## config.mk

```make
export PLATFORM = sky130hd
export DESIGN_NAME = pong_game_ctrl_flat
export DESIGN_NICKNAME = d
export VERILOG_FILES = /design/src/rtl/pong_game_ctrl_if.sv /design/src/rtl/pong_game_ctrl.sv /design/src/flat_wrapper.sv
export SDC_FILE = /design/constraint.sdc
export NUM_CORES = 1
export LEC_CHECK = 0
export BUFFER_PORTS_ARGS = -buffer_cell sky130_fd_sc_hd__buf_2
export CORE_MARGIN = 2
export CORE_UTILIZATION = 55
export DETAILED_ROUTE_END_ITERATION = 6
export PLACE_DENSITY = 0.78
export RECOVER_POWER = 50
export SYNTH_ARGS = -nofsm -noshare
export SYNTH_HDL_FRONTEND = slang
export SYNTH_SLANG_ARGS = --single-unit
```

## constraint.sdc

```tcl
create_clock -name clk -period 2.4 [get_ports clk]
set_input_delay 0.24 -clock clk [delete_from_list [all_inputs] [get_ports clk]]
set_output_delay 0.24 -clock clk [all_outputs]
set_load 0.01 [all_outputs]
```

## src/rtl/pong_game_ctrl_if.sv

```systemverilog
// pong_game_ctrl_if: buttons/graphics-side signals of the Pong game sequencer.
interface pong_game_ctrl_if;
    logic       refresh_tick;
    logic       start;
    logic       miss_l;
    logic       miss_r;
    logic [2:0] state;
    logic       ball_run;
    logic       ball_serve;
    logic       serve_dir;
    logic [3:0] score1;
    logic [3:0] score2;
    logic [1:0] winner;
    logic       show_text;
    modport master (
        input  refresh_tick, start, miss_l, miss_r,
        output state, ball_run, ball_serve, serve_dir, score1, score2, winner, show_text
    );
    modport slave (
        output refresh_tick, start, miss_l, miss_r,
        input  state, ball_run, ball_serve, serve_dir, score1, score2, winner, show_text
    );
endinterface

```

## src/rtl/pong_game_ctrl.sv

```systemverilog
// pong_game_ctrl: Pong match sequencer (title, serve countdown, play, point pause, game over) and scorekeeper.
module pong_game_ctrl #(
    parameter int WIN_SCORE    = 9,
    parameter int PAUSE_FRAMES = 60
) (
    input logic clk,
    input logic reset,
    pong_game_ctrl_if.master bus
);
    typedef enum logic [2:0] {IDLE = 3'd0, SERVE = 3'd1, PLAY = 3'd2, POINT = 3'd3, OVER = 3'd4} state_t;
    localparam logic [7:0] LOAD = 8'(PAUSE_FRAMES - 1);
    localparam logic [3:0] WIN  = 4'(WIN_SCORE);
    state_t     st, nst;
    logic [3:0] s1, s2, ns1, ns2;
    logic [1:0] win, nwin;
    logic [7:0] timer, ntimer;
    logic       dir, ndir, serve, nserve, start_q;
    logic       start_edge;
    assign start_edge = bus.start & ~start_q;
    always_ff @(posedge clk) begin
        if (reset) begin
            st      <= IDLE;
            s1      <= 4'd0;
            s2      <= 4'd0;
            win     <= 2'd0;
            timer   <= 8'd0;
            dir     <= 1'b1;
            serve   <= 1'b0;
            start_q <= 1'b1;
        end else begin
            st      <= nst;
            s1      <= ns1;
            s2      <= ns2;
            win     <= nwin;
            timer   <= ntimer;
            dir     <= ndir;
            serve   <= nserve;
            start_q <= bus.start;
        end
    end
    always_comb begin
        nst    = st;
        ns1    = s1;
        ns2    = s2;
        nwin   = win;
        ntimer = timer;
        ndir   = dir;
        nserve = 1'b0;
        case (st)
            IDLE: if (start_edge) begin
                ns1    = 4'd0;
                ns2    = 4'd0;
                nwin   = 2'd0;
                ndir   = 1'b1;
                nserve = 1'b1;
                ntimer = LOAD;
                nst    = SERVE;
            end
            SERVE, POINT: if (bus.refresh_tick) begin
                if (timer == 8'd0) begin
                    nst    = (st == SERVE) ? PLAY : SERVE;
                    nserve = (st == POINT);
                    ntimer = LOAD;
                end else begin
                    ntimer = timer - 8'd1;
                end
            end
            PLAY: if (bus.miss_l) begin
                ns2    = s2 + 4'd1;
                ndir   = 1'b0;
                nwin   = (ns2 == WIN) ? 2'd2 : win;
                nst    = (ns2 == WIN) ? OVER : POINT;
                ntimer = LOAD;
            end else if (bus.miss_r) begin
                ns1    = s1 + 4'd1;
                ndir   = 1'b1;
                nwin   = (ns1 == WIN) ? 2'd1 : win;
                nst    = (ns1 == WIN) ? OVER : POINT;
                ntimer = LOAD;
            end
            OVER: if (start_edge) nst = IDLE;
            default: nst = IDLE;
        endcase
    end
    assign bus.state      = st;
    assign bus.ball_run   = (st == PLAY);
    assign bus.ball_serve = serve;
    assign bus.serve_dir  = dir;
    assign bus.score1     = s1;
    assign bus.score2     = s2;
    assign bus.winner     = win;
    assign bus.show_text  = (st == IDLE) || (st == OVER);
endmodule

```

## src/flat_wrapper.sv

```systemverilog
// flat-port wrapper written by rule: the top's interface ports become plain ports
module pong_game_ctrl_flat 
#(
    parameter int WIN_SCORE    = 9,
    parameter int PAUSE_FRAMES = 60
)
  (clk, reset, bus_refresh_tick, bus_start, bus_miss_l, bus_miss_r, bus_state, bus_ball_run, bus_ball_serve, bus_serve_dir, bus_score1, bus_score2, bus_winner, bus_show_text);
  pong_game_ctrl_if bus_i ();
  input logic clk;
  input logic reset;
  input wire logic [$bits(bus_i.refresh_tick)-1:0] bus_refresh_tick;
  input wire logic [$bits(bus_i.start)-1:0] bus_start;
  input wire logic [$bits(bus_i.miss_l)-1:0] bus_miss_l;
  input wire logic [$bits(bus_i.miss_r)-1:0] bus_miss_r;
  output wire logic [$bits(bus_i.state)-1:0] bus_state;
  output wire logic [$bits(bus_i.ball_run)-1:0] bus_ball_run;
  output wire logic [$bits(bus_i.ball_serve)-1:0] bus_ball_serve;
  output wire logic [$bits(bus_i.serve_dir)-1:0] bus_serve_dir;
  output wire logic [$bits(bus_i.score1)-1:0] bus_score1;
  output wire logic [$bits(bus_i.score2)-1:0] bus_score2;
  output wire logic [$bits(bus_i.winner)-1:0] bus_winner;
  output wire logic [$bits(bus_i.show_text)-1:0] bus_show_text;
  assign bus_i.refresh_tick = bus_refresh_tick;
  assign bus_i.start = bus_start;
  assign bus_i.miss_l = bus_miss_l;
  assign bus_i.miss_r = bus_miss_r;
  assign bus_state = bus_i.state;
  assign bus_ball_run = bus_i.ball_run;
  assign bus_ball_serve = bus_i.ball_serve;
  assign bus_serve_dir = bus_i.serve_dir;
  assign bus_score1 = bus_i.score1;
  assign bus_score2 = bus_i.score2;
  assign bus_winner = bus_i.winner;
  assign bus_show_text = bus_i.show_text;
  pong_game_ctrl #(.WIN_SCORE(WIN_SCORE), .PAUSE_FRAMES(PAUSE_FRAMES)) u_core (.clk(clk), .reset(reset), .bus(bus_i));
endmodule
```

== Word-level counts from Yosys, hierarchy flattened ==
Index checks and enable logic that the tools add are counted.

* Flip-flop bits (word level): 24
* Output and inout bits: 17
* Word-level logic and storage cells: 77

* $add $sub $neg: 3
* Equality and inequality tests: 16
* Muxes and demuxes: 36
* Bitwise operators: 2
* Reduce and logical (&&, ||, !) cells: 12

{| class="wikitable"
|+ Operator list
! cell !! number
|-
| two-way mux 8 bit || 5
|-
| two-way mux 3 bit || 8
|-
| one-hot mux 8 bit (3 select lines) || 1
|-
| two-way mux 4 bit || 4
|-
| one-hot mux 4 bit (2 select lines) || 2
|-
| two-way mux 2 bit || 6
|-
| one-hot mux 3 bit (4 select lines) || 1
|-
| AND reduction 5 bit || 2
|-
| adder 4 x 1 -> 4 bit (second input constant) || 2
|-
| == test 4 bit (second input constant) || 2
|-
| logical NOT 8 bit || 1
|-
| != test 2 bit (second input constant) || 4
|-
| AND reduction 4 bit || 2
|-
| subtractor 8 x 1 -> 8 bit (second input constant) || 1
|-
| == test 3 x 2 -> 1 bit (second input constant) || 2
|-
| two-way mux 1 bit || 6
|-
| != test 2 x 1 -> 1 bit (second input constant) || 3
|-
| != test 3 x 2 -> 1 bit (second input constant) || 2
|-
| AND reduction 3 bit || 2
|-
| one-hot mux 1 bit (2 select lines) || 2
|-
| one-hot mux 2 bit (2 select lines) || 1
|-
| == test 3 x 1 -> 1 bit (second input constant) || 1
|-
| == test 3 bit (second input constant) || 1
|-
| logical NOT 3 bit || 1
|-
| 7 further kinds || 7
|}

== Depth between registers and ports, before layout ==
* Depth after elaboration: 6
* Gate-level depth with buffers: 9
* Depth with buffers taken out: 7

== Least setup slack after synthesis ==
OpenSTA, ideal clock, no wires.

* Kind: reg2reg
* Start: reg u_core.timer[2]
* End: reg u_core.st[1] (netlist: u_core.bus.state[1])
* Setup time: 116 ps
* Arrival time: 1770 ps
* Data required time: 2284 ps
* Path slack: 514 ps
* Cell stages (with the launch flop): 7
* Cells stage by stage: dfxtp_1 > buf_6 > or4_4 > or3_4 > nor2_1 > a21oi_1 > a31o_2

* Word-level cells in the longest chain between the ends: 3

{| class="wikitable"
|+ RTL lines
! what !! line !! source
|-
| start, declared || pong_game_ctrl.sv:16 || <nowiki>logic [7:0] timer, ntimer;</nowiki>
|-
| start signal, assigned || pong_game_ctrl.sv:35 || <nowiki>timer <= ntimer;</nowiki>
|-
| logical NOT 8 bit || pong_game_ctrl.sv:60 || <nowiki>if (timer == 8'd0) begin</nowiki>
|-
| != test 2 x 1 -> 1 bit (no line) || -- ||
|-
| AND reduction 5 bit (no line) || -- ||
|-
| end signal, assigned || pong_game_ctrl.sv:31 || <nowiki>st <= nst;</nowiki>
|-
| end, declared || pong_game_ctrl.sv:13 || <nowiki>state_t st, nst;</nowiki>
|}

No other way between the ends.
A chain may end at the register's enable or synchronous reset.

== Worst setup path in the final report ==
Ends and elaborated chain as after synthesis.

==> impl_metrics.tcl <==
set metrics [dict create \
    fin_cells 222 \
    cts.path.max_buffers 2 \
    viasPerCell 5.92 \
    syn_to_final_growth_pct 7.51 \
    report.final.hold_viol_count 0 \
    synth_cells 172 \
    avgSynthCellArea_sq_um 8.23 \
    fmax_ghz 0.488 \
    clk_latency_ps 310 \
    clock_skew_ps 0.799 \
    antenna_left 0 \
    path_clk_slew_ps 140 \
    diodes 0 \
    crit_start "u_core.timer[2]" \
    route.vias.total 1314 \
    chipWidth_microns 54.7 \
    grt_max_degree 23 \
    grt_antenna_before_repair 0 \
    hp-class "in2reg" \
    cp.required_ps 2630 \
    start_util_pct 57.7 \
    place_area_sq_um 1510 \
    yosysSeqAreaShare_pct 33.9 \
    power.density_nw_per_um2 908 \
    place_congestion 0.865 \
    cts_max_level 1 \
    worstSetupPathType "reg2reg" \
    postCtsSetupBuffers 0 \
    vdd_drop_max_v 0.000630 \
    drcViolationCount 0 \
    finalNetCount 205 \
    overflow 0 \
    max_slew_margin_pct 34.9 \
    min_period_ps 2050 \
    cts_tree "built" \
    cts_hold_buf 0 \
    maxCapViolCount 0 \
    final_common_cell "dfxtp_1" \
    drive_above_1_share_pct 10.9 \
    die-area_sq_um 3000 \
    final_area_sq_um 1520 \
    worstPathArrival_ps 2270 \
    core-area_sq_um 2450 \
    first_global_vias 1169 \
    ioPinCount 23 \
    std_cell_rows 18 \
    grt_pass1_wl_microns 4920 \
    synthesis.area_sq_um 1420 \
    leakage_nw 0.567 \
    cts_buffers 3 \
    cts_root_buf "clkbuf_4" \
    switching_share_pct 42.0 \
    rsz0062_at_grt "no" \
    r2r_start "u_core.timer[2]" \
    worst_setup_path_start_kind "register" \
    hpwl_microns 2300 \
    outcome "completed" \
    clkSinkCount 24 \
    first_iter_violations 45 \
    synth_edf_count 0 \
    setup_viol 0 \
    yosysWarnings 0 \
    grt_usage_pct 22.6 \
    crit_fanout 8 \
    post-route-period-util_pct 85.4 \
    avgRoutedWirePerCell_microns 14.0 \
    syn_nets 184 \
    dpl.cell_count 218 \
    comb_power_share_pct 45.5 \
    final_cell_mix "24 x dfxtp_1, 17 x clkbuf_1, 16 x nor2_1, 13 x o21ai_0, 13 x a21oi_1" \
    power_frac_seq_pct 38.7 \
    synth_cell_type_count 49 \
    p_sw_mw 0.580 \
    min_from "bus_start" \
    num-fill-cells 242 \
    async_flop_share_pct 0 \
    maxSlewViolCount 0 \
    drt-pass1-iter-count 4 \
    p_int_mw 0.802 \
    ys_ff_latch 24 \
    p_clk_share_pct 15.9 \
    routed_wl_microns 3110 \
    die_y_microns 54.7 \
    critPathCaptureType "register" \
    fin_setup_tns_ps 0 \
    synth_ff_type "dfxtp_1" \
    worst_pin_slew_ps 977 \
    port_buffers 22 \
    cts_resized 0 \
]
## critical path, stage by stage (launching register included)
cell and delay, ps:
dfxtp_1 400, or4_1 650, or3_4 430, nor2_1 170
a21oi_1 90, a31o_2 220
## power groups by stage
| stage | Sequential (mW) | Clock, mW | Combinational [mW] |
|---|---|---|---|
| 6_report | 0.534 | 0.220 | 0.628 |
| 5_1_grt | 0.544 | 0.238 | 0.701 |
| 4_1_cts | 0.532 | 0.226 | 0.640 |
| 3_5_place_dp | 0.541 | 0 | 0.635 |
| 3_3_place_gp | 0.535 | 0 | 0.620 |
| 2_1_floorplan | 0.518 | 0 | 0.557 |
## layout make-up
cell class,count,area [sq um],share of cell area (%)
multi-input cells,127,812,53.3
repair buffers,25,111,7.31
clock buffers,4,36.3,2.38
inverters,12,45.0,2.96
flip-flops and latches,24,480,31.6
well taps,30,37.5,2.47
## state kept, by name (all words and copies together) (netlist names)
name,flops
u_core.bus.winner,2
u_core.bus.score2,4
u_core.bus.score1,4
u_core.timer,8
u_core.bus.state,3
u_core.bus.serve_dir,1
u_core.bus.ball_serve,1
u_core.start_q,1
## final timing paths
check / slack [ps] / to / cells past startpoint
setup reg to reg: 350 / u_core.bus.state[1] / 5
hold / removal: 130 / u_core.start_q / 2
setup / recovery: 350 / u_core.bus.state[1] / 5
hold reg to reg: 500 / u_core.bus.winner[0] / 2
## stage by stage
step	total power [mW]	setup WS, ps	hold WS [ps]	util [%]
after floorplan	1.08	514	347	-
after global placement	1.16	502	451	61.6
after detailed placement	1.18	412	458	61.6
after CTS	1.40	380	121	63.0
after global routing	1.48	126	111	62.0
final	1.38	350	128	62.0
## routing by layer
layer | global-route usage [%] | up-vias | part of all wire (%)
li1 | - | 663 | -
met1 | 29.3 | 605 | 46
met2 | 38.3 | 44 | 47
met3 | 2.46 | 2 | 6.1
met4 | 8.33 | 0 | 0.45
met5 | 0 | - | 0
## cells by family after synthesis
kind of cell	synth area share, %
and+or+nand+nor	24.9
AOI/OAI and AO/OA	24.2
DFF	33.9
buffers and inverters	8.48
adders and majority gates	5.30
xor gates and xnor gates	2.47
muxes	0.707
## synthesized netlist by cell type, drive strengths merged, types with 4 or more instances
cell,n,area [sq um]
nor3,10,55.1
clkbuf,5,30.0
inv,12,45.0
nand3,6,35.0
buf,4,45.0
dfxtp,24,480
nor2b,7,43.8
nor2,16,60.1
a21oi,13,65.1
nand2,11,41.3
ha,6,75.1
o21ai,13,65.1
(Power assumes the default switching activity.)
